--- src/rtl/flash_loader_pkg.sv ---
// rtl/flash_loader_pkg.sv - shared types and constants for the flash loader
package flash_loader_pkg;

  typedef enum logic [2:0] {
    ST_IDLE   = 3'd0,
    ST_CMD    = 3'd1,
    ST_ADDR   = 3'd2,
    ST_READ   = 3'd3,
    ST_WRITE  = 3'd4,
    ST_FINISH = 3'd5
  } state_e;

  localparam logic [7:0] FlashCmdRead = 8'h03;

  localparam logic [1:0] WrNone = 2'b00;
  localparam logic [1:0] WrByte = 2'b01;
  localparam logic [1:0] WrWord = 2'b11;

  // Bytes gathered per READ pass: a full word, or whatever tail is left.
  function automatic logic [2:0] group_bytes(input logic [24:0] remaining);
    return (remaining >= 25'd4) ? 3'd4 : remaining[2:0];
  endfunction

endpackage

--- src/rtl/flash_loader_spi_shifter.sv ---
// rtl/flash_loader_spi_shifter.sv - SPI mode 0 shifter with divided SCLK
module flash_loader_spi_shifter #(
  parameter int unsigned Divider = 1
) (
  input  logic        clk,
  input  logic        rst_n,
  input  logic        load,
  input  logic [5:0]  nbits,
  input  logic [31:0] tx_data,
  input  logic        hold,
  input  logic        miso,
  output logic        busy,
  output logic        byte_ready,
  output logic [7:0]  rx_byte,
  output logic        sclk,
  output logic        mosi
);

  localparam int unsigned CntW = (Divider > 1) ? $clog2(Divider) : 1;

  logic [CntW-1:0] div_cnt;
  logic [31:0]     tx_sh;
  logic [5:0]      bits_left;
  logic [7:0]      rx_sh;
  logic [2:0]      rx_cnt;
  logic            tick;

  assign tick = (div_cnt == CntW'(Divider - 1));

  // tx_data is left-aligned; MSB goes out on load while SCLK is still low.
  always_ff @(posedge clk or negedge rst_n) begin
    if (!rst_n) begin
      div_cnt    <= '0;
      tx_sh      <= '0;
      bits_left  <= '0;
      rx_sh      <= '0;
      rx_cnt     <= '0;
      busy       <= 1'b0;
      byte_ready <= 1'b0;
      rx_byte    <= '0;
      sclk       <= 1'b0;
      mosi       <= 1'b0;
    end else begin
      byte_ready <= 1'b0;
      if (load) begin
        busy      <= 1'b1;
        tx_sh     <= tx_data << 1;
        mosi      <= tx_data[31];
        bits_left <= nbits;
        div_cnt   <= '0;
        sclk      <= 1'b0;
        rx_cnt    <= '0;
      end else if (busy && !(hold && !sclk)) begin
        if (tick) begin
          div_cnt <= '0;
          if (!sclk) begin
            sclk   <= 1'b1;
            rx_sh  <= {rx_sh[6:0], miso};
            rx_cnt <= rx_cnt + 3'd1;
            if (rx_cnt == 3'd7) begin
              rx_byte    <= {rx_sh[6:0], miso};
              byte_ready <= 1'b1;
            end
          end else begin
            sclk      <= 1'b0;
            mosi      <= tx_sh[31];
            tx_sh     <= tx_sh << 1;
            bits_left <= bits_left - 6'd1;
            if (bits_left == 6'd1) busy <= 1'b0;
          end
        end else begin
          div_cnt <= div_cnt + 1'b1;
        end
      end
    end
  end

endmodule

--- src/rtl/flash_loader.sv ---
// rtl/flash_loader.sv - boot-time copier from SPI flash (READ 0x03) into RAM over ramio
module flash_loader
  import flash_loader_pkg::*;
#(
  parameter logic [23:0] FlashStartAddress = 24'h00_0000,
  parameter logic [31:0] RamStartAddress   = 32'h0,
  parameter int unsigned TransferByteCount = 256,
  parameter int unsigned SpiClockDivider   = 1
) (
  input  logic        clk,
  input  logic        rst_n,
  input  logic        start,
  output logic        busy,
  output logic        done,
  output logic        flash_clk,
  output logic        flash_mosi,
  input  logic        flash_miso,
  output logic        flash_cs_n,
  output logic        ramio_enable,
  output logic [1:0]  ramio_write_type,
  output logic [2:0]  ramio_read_type,
  output logic [31:0] ramio_address,
  output logic [31:0] ramio_data_in,
  input  logic        ramio_busy
);

  localparam logic [2:0] StIdle   = ST_IDLE;
  localparam logic [2:0] StCmd    = ST_CMD;
  localparam logic [2:0] StAddr   = ST_ADDR;
  localparam logic [2:0] StRead   = ST_READ;
  localparam logic [2:0] StWrite  = ST_WRITE;
  localparam logic [2:0] StFinish = ST_FINISH;

  logic [2:0]  state;
  logic        spi_started;
  logic        wr_active;
  logic [24:0] remaining;
  logic [2:0]  grp;
  logic [1:0]  byte_idx;
  logic [2:0]  gsz;

  logic        spi_load;
  logic [5:0]  spi_nbits;
  logic [31:0] spi_tx;
  logic        spi_hold;
  logic        spi_busy;
  logic        spi_byte_ready;
  logic [7:0]  spi_rx_byte;

  assign ramio_read_type = 3'b000;
  assign gsz             = group_bytes(remaining);
  assign spi_hold        = (state == StWrite);

  // Each SPI phase loads the shifter once on entry; spi_started remembers it.
  always_comb begin
    spi_load  = 1'b0;
    spi_nbits = 6'd0;
    spi_tx    = 32'h0;
    if (!spi_started) begin
      case (state)
        StCmd: begin
          spi_load  = 1'b1;
          spi_nbits = 6'd8;
          spi_tx    = {FlashCmdRead, 24'h0};
        end
        StAddr: begin
          spi_load  = 1'b1;
          spi_nbits = 6'd24;
          spi_tx    = {FlashStartAddress, 8'h0};
        end
        StRead: begin
          spi_load  = 1'b1;
          spi_nbits = {gsz, 3'b000};
        end
        default: ;
      endcase
    end
  end

  flash_loader_spi_shifter #(
    .Divider(SpiClockDivider)
  ) u_spi (
    .clk       (clk),
    .rst_n     (rst_n),
    .load      (spi_load),
    .nbits     (spi_nbits),
    .tx_data   (spi_tx),
    .hold      (spi_hold),
    .miso      (flash_miso),
    .busy      (spi_busy),
    .byte_ready(spi_byte_ready),
    .rx_byte   (spi_rx_byte),
    .sclk      (flash_clk),
    .mosi      (flash_mosi)
  );

  always_ff @(posedge clk or negedge rst_n) begin
    if (!rst_n) begin
      state            <= StIdle;
      spi_started      <= 1'b0;
      wr_active        <= 1'b0;
      remaining        <= '0;
      grp              <= '0;
      byte_idx         <= '0;
      busy             <= 1'b0;
      done             <= 1'b0;
      flash_cs_n       <= 1'b1;
      ramio_enable     <= 1'b0;
      ramio_write_type <= WrNone;
      ramio_address    <= '0;
      ramio_data_in    <= '0;
    end else begin
      case (state)
        StIdle: begin
          if (start) begin
            busy          <= 1'b1;
            done          <= 1'b0;
            flash_cs_n    <= 1'b0;
            remaining     <= 25'(TransferByteCount);
            ramio_address <= RamStartAddress;
            spi_started   <= 1'b0;
            state         <= StCmd;
          end
        end
        StCmd: begin
          if (!spi_started) begin
            spi_started <= 1'b1;
          end else if (!spi_busy) begin
            spi_started <= 1'b0;
            state       <= StAddr;
          end
        end
        StAddr: begin
          if (!spi_started) begin
            spi_started <= 1'b1;
          end else if (!spi_busy) begin
            spi_started <= 1'b0;
            state       <= StRead;
          end
        end
        StRead: begin
          if (!spi_started) begin
            spi_started   <= 1'b1;
            grp           <= gsz;
            byte_idx      <= 2'd0;
            ramio_data_in <= '0;
          end else begin
            if (spi_byte_ready) begin
              ramio_data_in[{byte_idx, 3'b000} +: 8] <= spi_rx_byte;
              byte_idx <= byte_idx + 2'd1;
            end
            if (!spi_busy) begin
              spi_started <= 1'b0;
              wr_active   <= 1'b0;
              state       <= StWrite;
            end
          end
        end
        StWrite: begin
          // Enable is dropped only once ramio_busy reads low a cycle after it rose.
          if (!wr_active) begin
            if (!ramio_busy) begin
              ramio_enable     <= 1'b1;
              ramio_write_type <= (grp == 3'd4) ? WrWord : WrByte;
              wr_active        <= 1'b1;
            end
          end else if (!ramio_busy) begin
            ramio_enable     <= 1'b0;
            ramio_write_type <= WrNone;
            wr_active        <= 1'b0;
            if (grp == 3'd4) begin
              ramio_address <= ramio_address + 32'd4;
              remaining     <= remaining - 25'd4;
              state         <= (remaining == 25'd4) ? StFinish : StRead;
            end else begin
              ramio_address <= ramio_address + 32'd1;
              remaining     <= remaining - 25'd1;
              ramio_data_in <= {8'h00, ramio_data_in[31:8]};
              if (remaining == 25'd1) state <= StFinish;
            end
          end
        end
        StFinish: begin
          flash_cs_n <= 1'b1;
          busy       <= 1'b0;
          done       <= 1'b1;
          state      <= StIdle;
        end
        default: state <= StIdle;
      endcase
    end
  end

endmodule

--- config.mk ---
export PLATFORM = sky130hd
export DESIGN_NAME = flash_loader
export DESIGN_NICKNAME = d
export VERILOG_FILES = /design/src/rtl/flash_loader_pkg.sv /design/src/rtl/flash_loader_spi_shifter.sv /design/src/rtl/flash_loader.sv
export SDC_FILE = /design/constraint.sdc
export NUM_CORES = 1
export LEC_CHECK = 0
export CAP_MARGIN = 20
export CORE_ASPECT_RATIO = 1.5
export CORE_MARGIN = 2
export CORE_UTILIZATION = 57
export DETAILED_ROUTE_END_ITERATION = 10
export DONT_BUFFER_PORTS = 1
export GPL_TIMING_DRIVEN = 0
export PLACE_DENSITY = 0.75
export SLEW_MARGIN = 20
export SYNTH_ARGS = -nofsm -noshare
export SYNTH_HDL_FRONTEND = slang
export SYNTH_SLANG_ARGS = --single-unit
--- constraint.sdc ---
create_clock -name clk -period 2.4 [get_ports clk]
set_clock_uncertainty 0.2 [all_clocks]
set_input_delay 0.36 -clock clk [delete_from_list [all_inputs] [get_ports clk]]
set_output_delay 0.36 -clock clk [all_outputs]
set_load 0.02 [all_outputs]
; Yosys cells after proc, flatten, opt, wreduce, memory -nomap -nowiden
; Cells that the tools add are included.
[totals]
register_bits = 166
output_inout_bits = 75
[classes]
add_sub_neg = 9
order_cmp = 1
eq_ne = 25
shift = 2
mux = 92
n_bitwise = 5
reduce_logical = 28
[op_table]
columns = operator, n
row1 = 32-bit two-way mux, 13
row2 = 32-bit one-hot mux with 2 select lines, 2
row3 = 25-bit two-way mux, 4
row4 = 26-bit two-way mux, 2
row5 = 3-bit two-way mux, 17
row6 = 25-bit one-hot mux with 2 select lines, 1
row7 = 1-bit two-way mux, 35
row8 = 32-bit by 1-bit adder with 32-bit output (second input constant), 1
row9 = 32-bit by 3-bit adder with 32-bit output (second input constant), 1
row10 = 32-bit bitwise mux, 1
row11 = 8-bit by 7-bit variable shift with 32-bit output (first input constant), 1
row12 = 8-bit by 7-bit indexed part select with 32-bit output, 1
row13 = 6-bit two-way mux, 5
row14 = 25-bit by 1-bit == test with 1-bit output (second input constant), 1
row15 = 25-bit by 3-bit == test with 1-bit output (second input constant), 1
row16 = 25-bit by 3-bit greater-or-equal comparator with 1-bit output (second input constant), 1
row17 = 25-bit by 1-bit subtractor with 25-bit output (second input constant), 1
row18 = 25-bit by 3-bit subtractor with 25-bit output (second input constant), 1
row19 = 2-bit inequality test (second input constant), 12
row20 = 6-bit one-hot mux with 3 select lines, 1
row21 = 3-bit one-hot mux with 5 select lines, 1
row22 = 2-bit nonzero test, 7
row23 = 3-bit == test (second input constant), 4
row24 = 2-bit two-way mux, 6
row25 = 22 further kinds, 42

; Depth between registers and ports, before layout
[logic_depth]
word_depth = 6
depth_mapped = 9

; Modules after synthesis
; Synthesis repeated with hierarchy kept, for this count alone.
[hier_totals]
cells_unflattened = 829
area_unflattened_um2 = 8181.6
[modules_own_cells]
columns = module, n_inst, cells_per_inst, area_per_inst_um2
row1 = flash_loader, 1, 592, 5504.0
row2 = flash_loader_spi_shifter, 1, 237, 2677.6

; Worst setup path after synthesis
; Ideal clock, no wire load.
[synth_timing]
path_kind = register to register
from = register state[0]
to = register ramio_address[28]
arrival_ns = 2.176
required_time_ns = 2.122
slack_ns = -0.054
stages_incl_launch_ff = 9
synth_period_minus_slack_ns = 2.454
path_cell_list = dfrtp_1 > buf_6 > or2_1 > buf_2 > a21o_1 > or4_4 > buf_6 > or4_1 > a21oi_1
[synth_via]
elab_chain_cells = 3
[synth_rtl]
columns = item, line_no
row1 = start: declaration, flash_loader.sv:34  ; logic [2:0] state;
row2 = start signal: assignment, flash_loader.sv:99  ; state <= StIdle;
row3 = start signal: assignment, flash_loader.sv:122  ; state <= StCmd;
row4 = start signal: assignment, flash_loader.sv:130  ; state <= StAddr;
row5 = 3-bit == test or 3-bit zero test (tied branches), flash_loader.sv:113  ; case (state)
row6 = 2-bit inequality test (no line) or 2-bit nonzero test (tied branches), --
row7 = 4-bit AND reduction (no line), --
row8 = end signal: assignment, flash_loader.sv:120  ; ramio_address <= RamStartAddress;
row9 = end signal: assignment, flash_loader.sv:172  ; ramio_address <= ramio_address + 32'd4;
row10 = end signal: assignment, flash_loader.sv:176  ; ramio_address <= ramio_address + 32'd1;
row11 = end: declaration, flash_loader.sv:22  ; output logic [31:0] ramio_address,
; Parallel ways exist; a longest one is shown, timed or not.
; A chain may end at the register's enable or synchronous reset.

; Worst setup path in the final report
[layout_timing]
from = register grp[1]
to = register ramio_address[23]
[layout_via]
elab_chain_cells = 5
[layout_rtl]
columns = item, line_no
row1 = start: declaration, flash_loader.sv:38  ; logic [2:0] grp;
row2 = start signal: assignment, flash_loader.sv:144  ; grp <= gsz;
row3 = 3-bit == test, flash_loader.sv:171  ; if (grp == 3'd4) begin
row4 = 32-bit two-way mux, flash_loader.sv:171
row5 = 32-bit two-way mux, flash_loader.sv:167  ; end else if (!ramio_busy) begin
row6 = 32-bit two-way mux, flash_loader.sv:161  ; if (!wr_active) begin
row7 = 32-bit one-hot mux with 2 select lines, flash_loader.sv:113
; Every way passes these cells. The select of a mux whose other input is x is not followed.

==> flow_summary.yaml <==
route:
  drc: 0
  drt_iter0_drc: 323
  firstDrtPassIters: 5
  wl_um: 17300
  wl_met1_um: 6490
  dr.max_layer_used: "met4"
  detail-route-antenna-nets: 0
  vias: 5618
  vias_per_cell: 6.11
  routedWlPerCell_um: 18.8
  dr_wl_met2_um: 9120
  wl_met3_um: 1120
global_route:
  grt_overflow: 0
  track_usage_pct: 27.0
  grt_max_degree: 140
  grt_pass1_vias: 5682
  antenna_found_initial: 0
  grt_pass1_wl_um: 27900
logic_synthesis:
  ys_seq_area_share_pct: 50.6
  synth_cell_types: 60
  yosys_register_bits: 139
  syn-cell-area_sq_mm: 0.00688
  synthArstFlopShare_pct: 100
  syn_inst: 712
  yosysWarnings: 0
  avgSynthCellArea_sq_um: 9.66
  synthFlopType: "dfrtp_1"
  synth_edf_count: 0
layout:
  multi_input_comb_area_sq_mm: 0.00348
  area_delta_synth_final_pct: 19.7
  nFillCells: 929
  layout_common_cells: "dfrtp_1, nand2_1, nor2_1"
  finalInstanceArea_sq_mm: 0.00823
  nets: 773
  final_common_cell: "dfrtp_1"
  layout-drive-gt1-share_pct: 22.6
  insertedDiodeCount: 0
  ff_latch_area_sq_mm: 0.00351
sta:
  hold_ws_ps: -579
  grt_setup_unrepaired: "true"
  fmax_ghz: 0.406
  min_period_ps: 2460
  tns_ps: -128
  hold_violations: 139
  setup_viol: 4
  slew_viol_final: 0
  slew_headroom_pct: 59.8
  fin_ws_ps: -63.3
  finalCritPeriodShare_pct: 103
  worst_slew_pin_slew_ps: 604
clock_tree:
  cts-hold-fix-buffers: 2
  cts_buffers: 17
  clk_pin_slew_ps: 70
  h-tree-depth: 4
  clock-sinks: 139
  cts_tree: "yes"
  cts_buffer_depth: 2
  clkLatencyLatePin_ps: 430
  root_buffer: "clkbuf_16"
hold_path:
  hold_class: "input port to asynchronous set/reset pin"
critical_path:
  required_ps: 2540
  critical_path_class: "flop to flop"
  critical_path.cell_chain: "buf_6, nor3b_4, buf_6, o2111ai_2, or3_4, buf_8, or4_4, a21oi_2"
  critPathMaxFanout: 10
  max_stage_delay_ps: 420
  cp-end-kind: "flop"
  path_buf_inv: 3
  critPathTopFamily: "simple AND/OR/NAND/NOR gates"
  worst_path_most_repeated_cell: "buf_6"
  worst_path_max_delay_cell: "or4_4"
  startpoint_type: "flop"
  crit_arrival_ps: 2600
die:
  num_rows: 49
  io_pins: 80
  die_w_um: 93.7
  die_y_um: 139
  design.die.area_sq_mm: 0.0130
  start_util_pct: 57.8
  core_sq_mm: 0.0119
place:
  portBuffers: 0
  dpl_cell_area_sq_mm: 0.00709
  dp_hpwl_um: 11200
  place.gp.congestion: 0.839
power:
  p_leak_nw: 3.43
  peakVddDrop_uv: 751
  power.density_mw_per_mm2: 1140
run_status:
  status: "complete, but fails checks"
  violations: "negative hold slack, negative setup slack"
job:
  drv_cap: 0
[registers in the layout, indices dropped and copies added, names as in the netlist]
| name | flops |
|---|---|
| u_spi.busy | 1 |
| grp | 3 |
| ramio_address | 32 |
| spi_started | 1 |
| u_spi.rx_byte | 8 |
| u_spi.rx_sh | 7 |
| u_spi.sclk | 1 |
| u_spi.tx_sh | 7 |
| state | 3 |
| u_spi.rx_cnt | 3 |
| done | 1 |
| ramio_write_type | 2 |
| u_spi.byte_ready | 1 |
| busy | 1 |
| u_spi.bits_left | 6 |
| byte_idx | 2 |
| wr_active | 1 |
| remaining | 25 |
| u_spi.mosi | 1 |
| flash_cs_n | 1 |
| ramio_data_in | 32 |
[cells by family (layout without fill, tap and decap cells)]
group / Yosys count / count (layout) / share of synthesized area [%]
other: 1 / 3 / 0.0545
xor gates and xnor gates: 39 / 39 / 4.97
and+or+nand+nor: 285 / 285 / 21.0
adders and majority gates: 14 / 14 / 2.55
muxes: 16 / 16 / 2.60
buffers and inverters: 59 / 112 / 3.73
AOI/OAI and AO/OA: 159 / 159 / 14.4
DFF: 139 / 139 / 50.6
[stage by stage]
step / cells / hold slack, ps / power (W) / setup WS (ps) / util, %
after floorplan: 714 / -136 / 0.00554 / 14.0 / -
after global placement: 867 / -133 / 0.00605 / -723 / 59.5
after detailed placement: 867 / -133 / 0.00623 / -407 / 59.6
after CTS: 912 / -584 / 0.00904 / -56.0 / 66.8
after global routing: 920 / -591 / 0.00986 / -101 / 69.2
final: 920 / -579 / 0.00935 / -63.3 / 69.2
[where the power goes]
group / total [W] / internal (W) / switching [W] / leakage [nW]
combinational: 0.00296 / 0.00126 / 0.00170 / 1.35
clock: 0.00258 / 0.00146 / 0.00112 / 0.277
sequential: 0.00381 / 0.00295 / 0.000867 / 1.81
[final timing paths]
check,slack (ps),startpoint,end,cells past startpoint
max,-60,grp[1],ramio_address[23],8
min,-580,rst_n,ramio_address[25],0
max reg2reg,-60,grp[1],ramio_address[23],8
min reg2reg,300,grp[2],grp[2],2
max in group asynchronous,2300,rst_n,flash_cs_n,0
min in group clk,120,start,spi_started,3
[cells in the mapped netlist (2+ instances only)]
cell	instances	area (sq um)
a211oi_1	3	22.5
a21o_1	3	22.5
a21oi_1	31	155
a22o_1	2	17.5
a22oi_1	24	180
a31oi_1	3	18.8
and2_1	6	37.5
and3_1	5	31.3
and4_1	5	43.8
buf_1	2	7.51
buf_2	4	20.0
buf_4	4	30.0
buf_6	2	22.5
clkbuf_1	22	82.6
dfrtp_1	138	3450
ha_1	14	175
inv_1	25	93.8
mux2_2	15	169
nand2_1	86	323
nand2b_1	7	43.8
nand3_1	21	105
nand3b_1	4	30.0
nand4_1	9	56.3
nand4b_1	3	26.3
nor2_1	66	248
nor2b_1	6	37.5
nor3_1	10	50.1
nor3b_1	4	30.0
nor4_1	13	81.3
nor4b_1	4	35.0
o21a_1	7	52.6
o21ai_0	51	255
o21ai_1	4	20.0
o22ai_1	3	18.8
o31a_1	2	17.5
o31ai_1	16	120
o41ai_1	3	26.3
or2_2	3	18.8
or3_1	12	75.1
or4_1	13	97.6
xnor2_1	22	193
xor2_1	17	149
[timing repair]
| action | in CTS | in global routing |
|---|---|---|
| cloned | 0 | 0 |
| buffers inserted | 14 | 9 |
| gates resized for setup | 47 | 76 |
| hold endpoints to repair | 145 | 139 |
| pin swaps | 13 | 19 |
| setup endpoints to repair | 97 | 96 |
[routing by layer]
layer	global-route usage [%]	vias to the layer above
met2	47.0	207
li1	-	2623
met1	30.3	2741
met3	7.41	47
met4	12.6	0
met5	0	-
[cell type report]
cell class | instances | share of cell area [%]
timing repair buffer | 25 | 2.49
inverter | 25 | 1.14
multi-input combinational | 516 | 42.3
sequential | 139 | 42.6
clock buffer | 17 | 5.17
tap | 153 | 2.33
clock inverter | 15 | 1.85
buffer | 30 | 2.16
(Power assumes the default switching activity.)
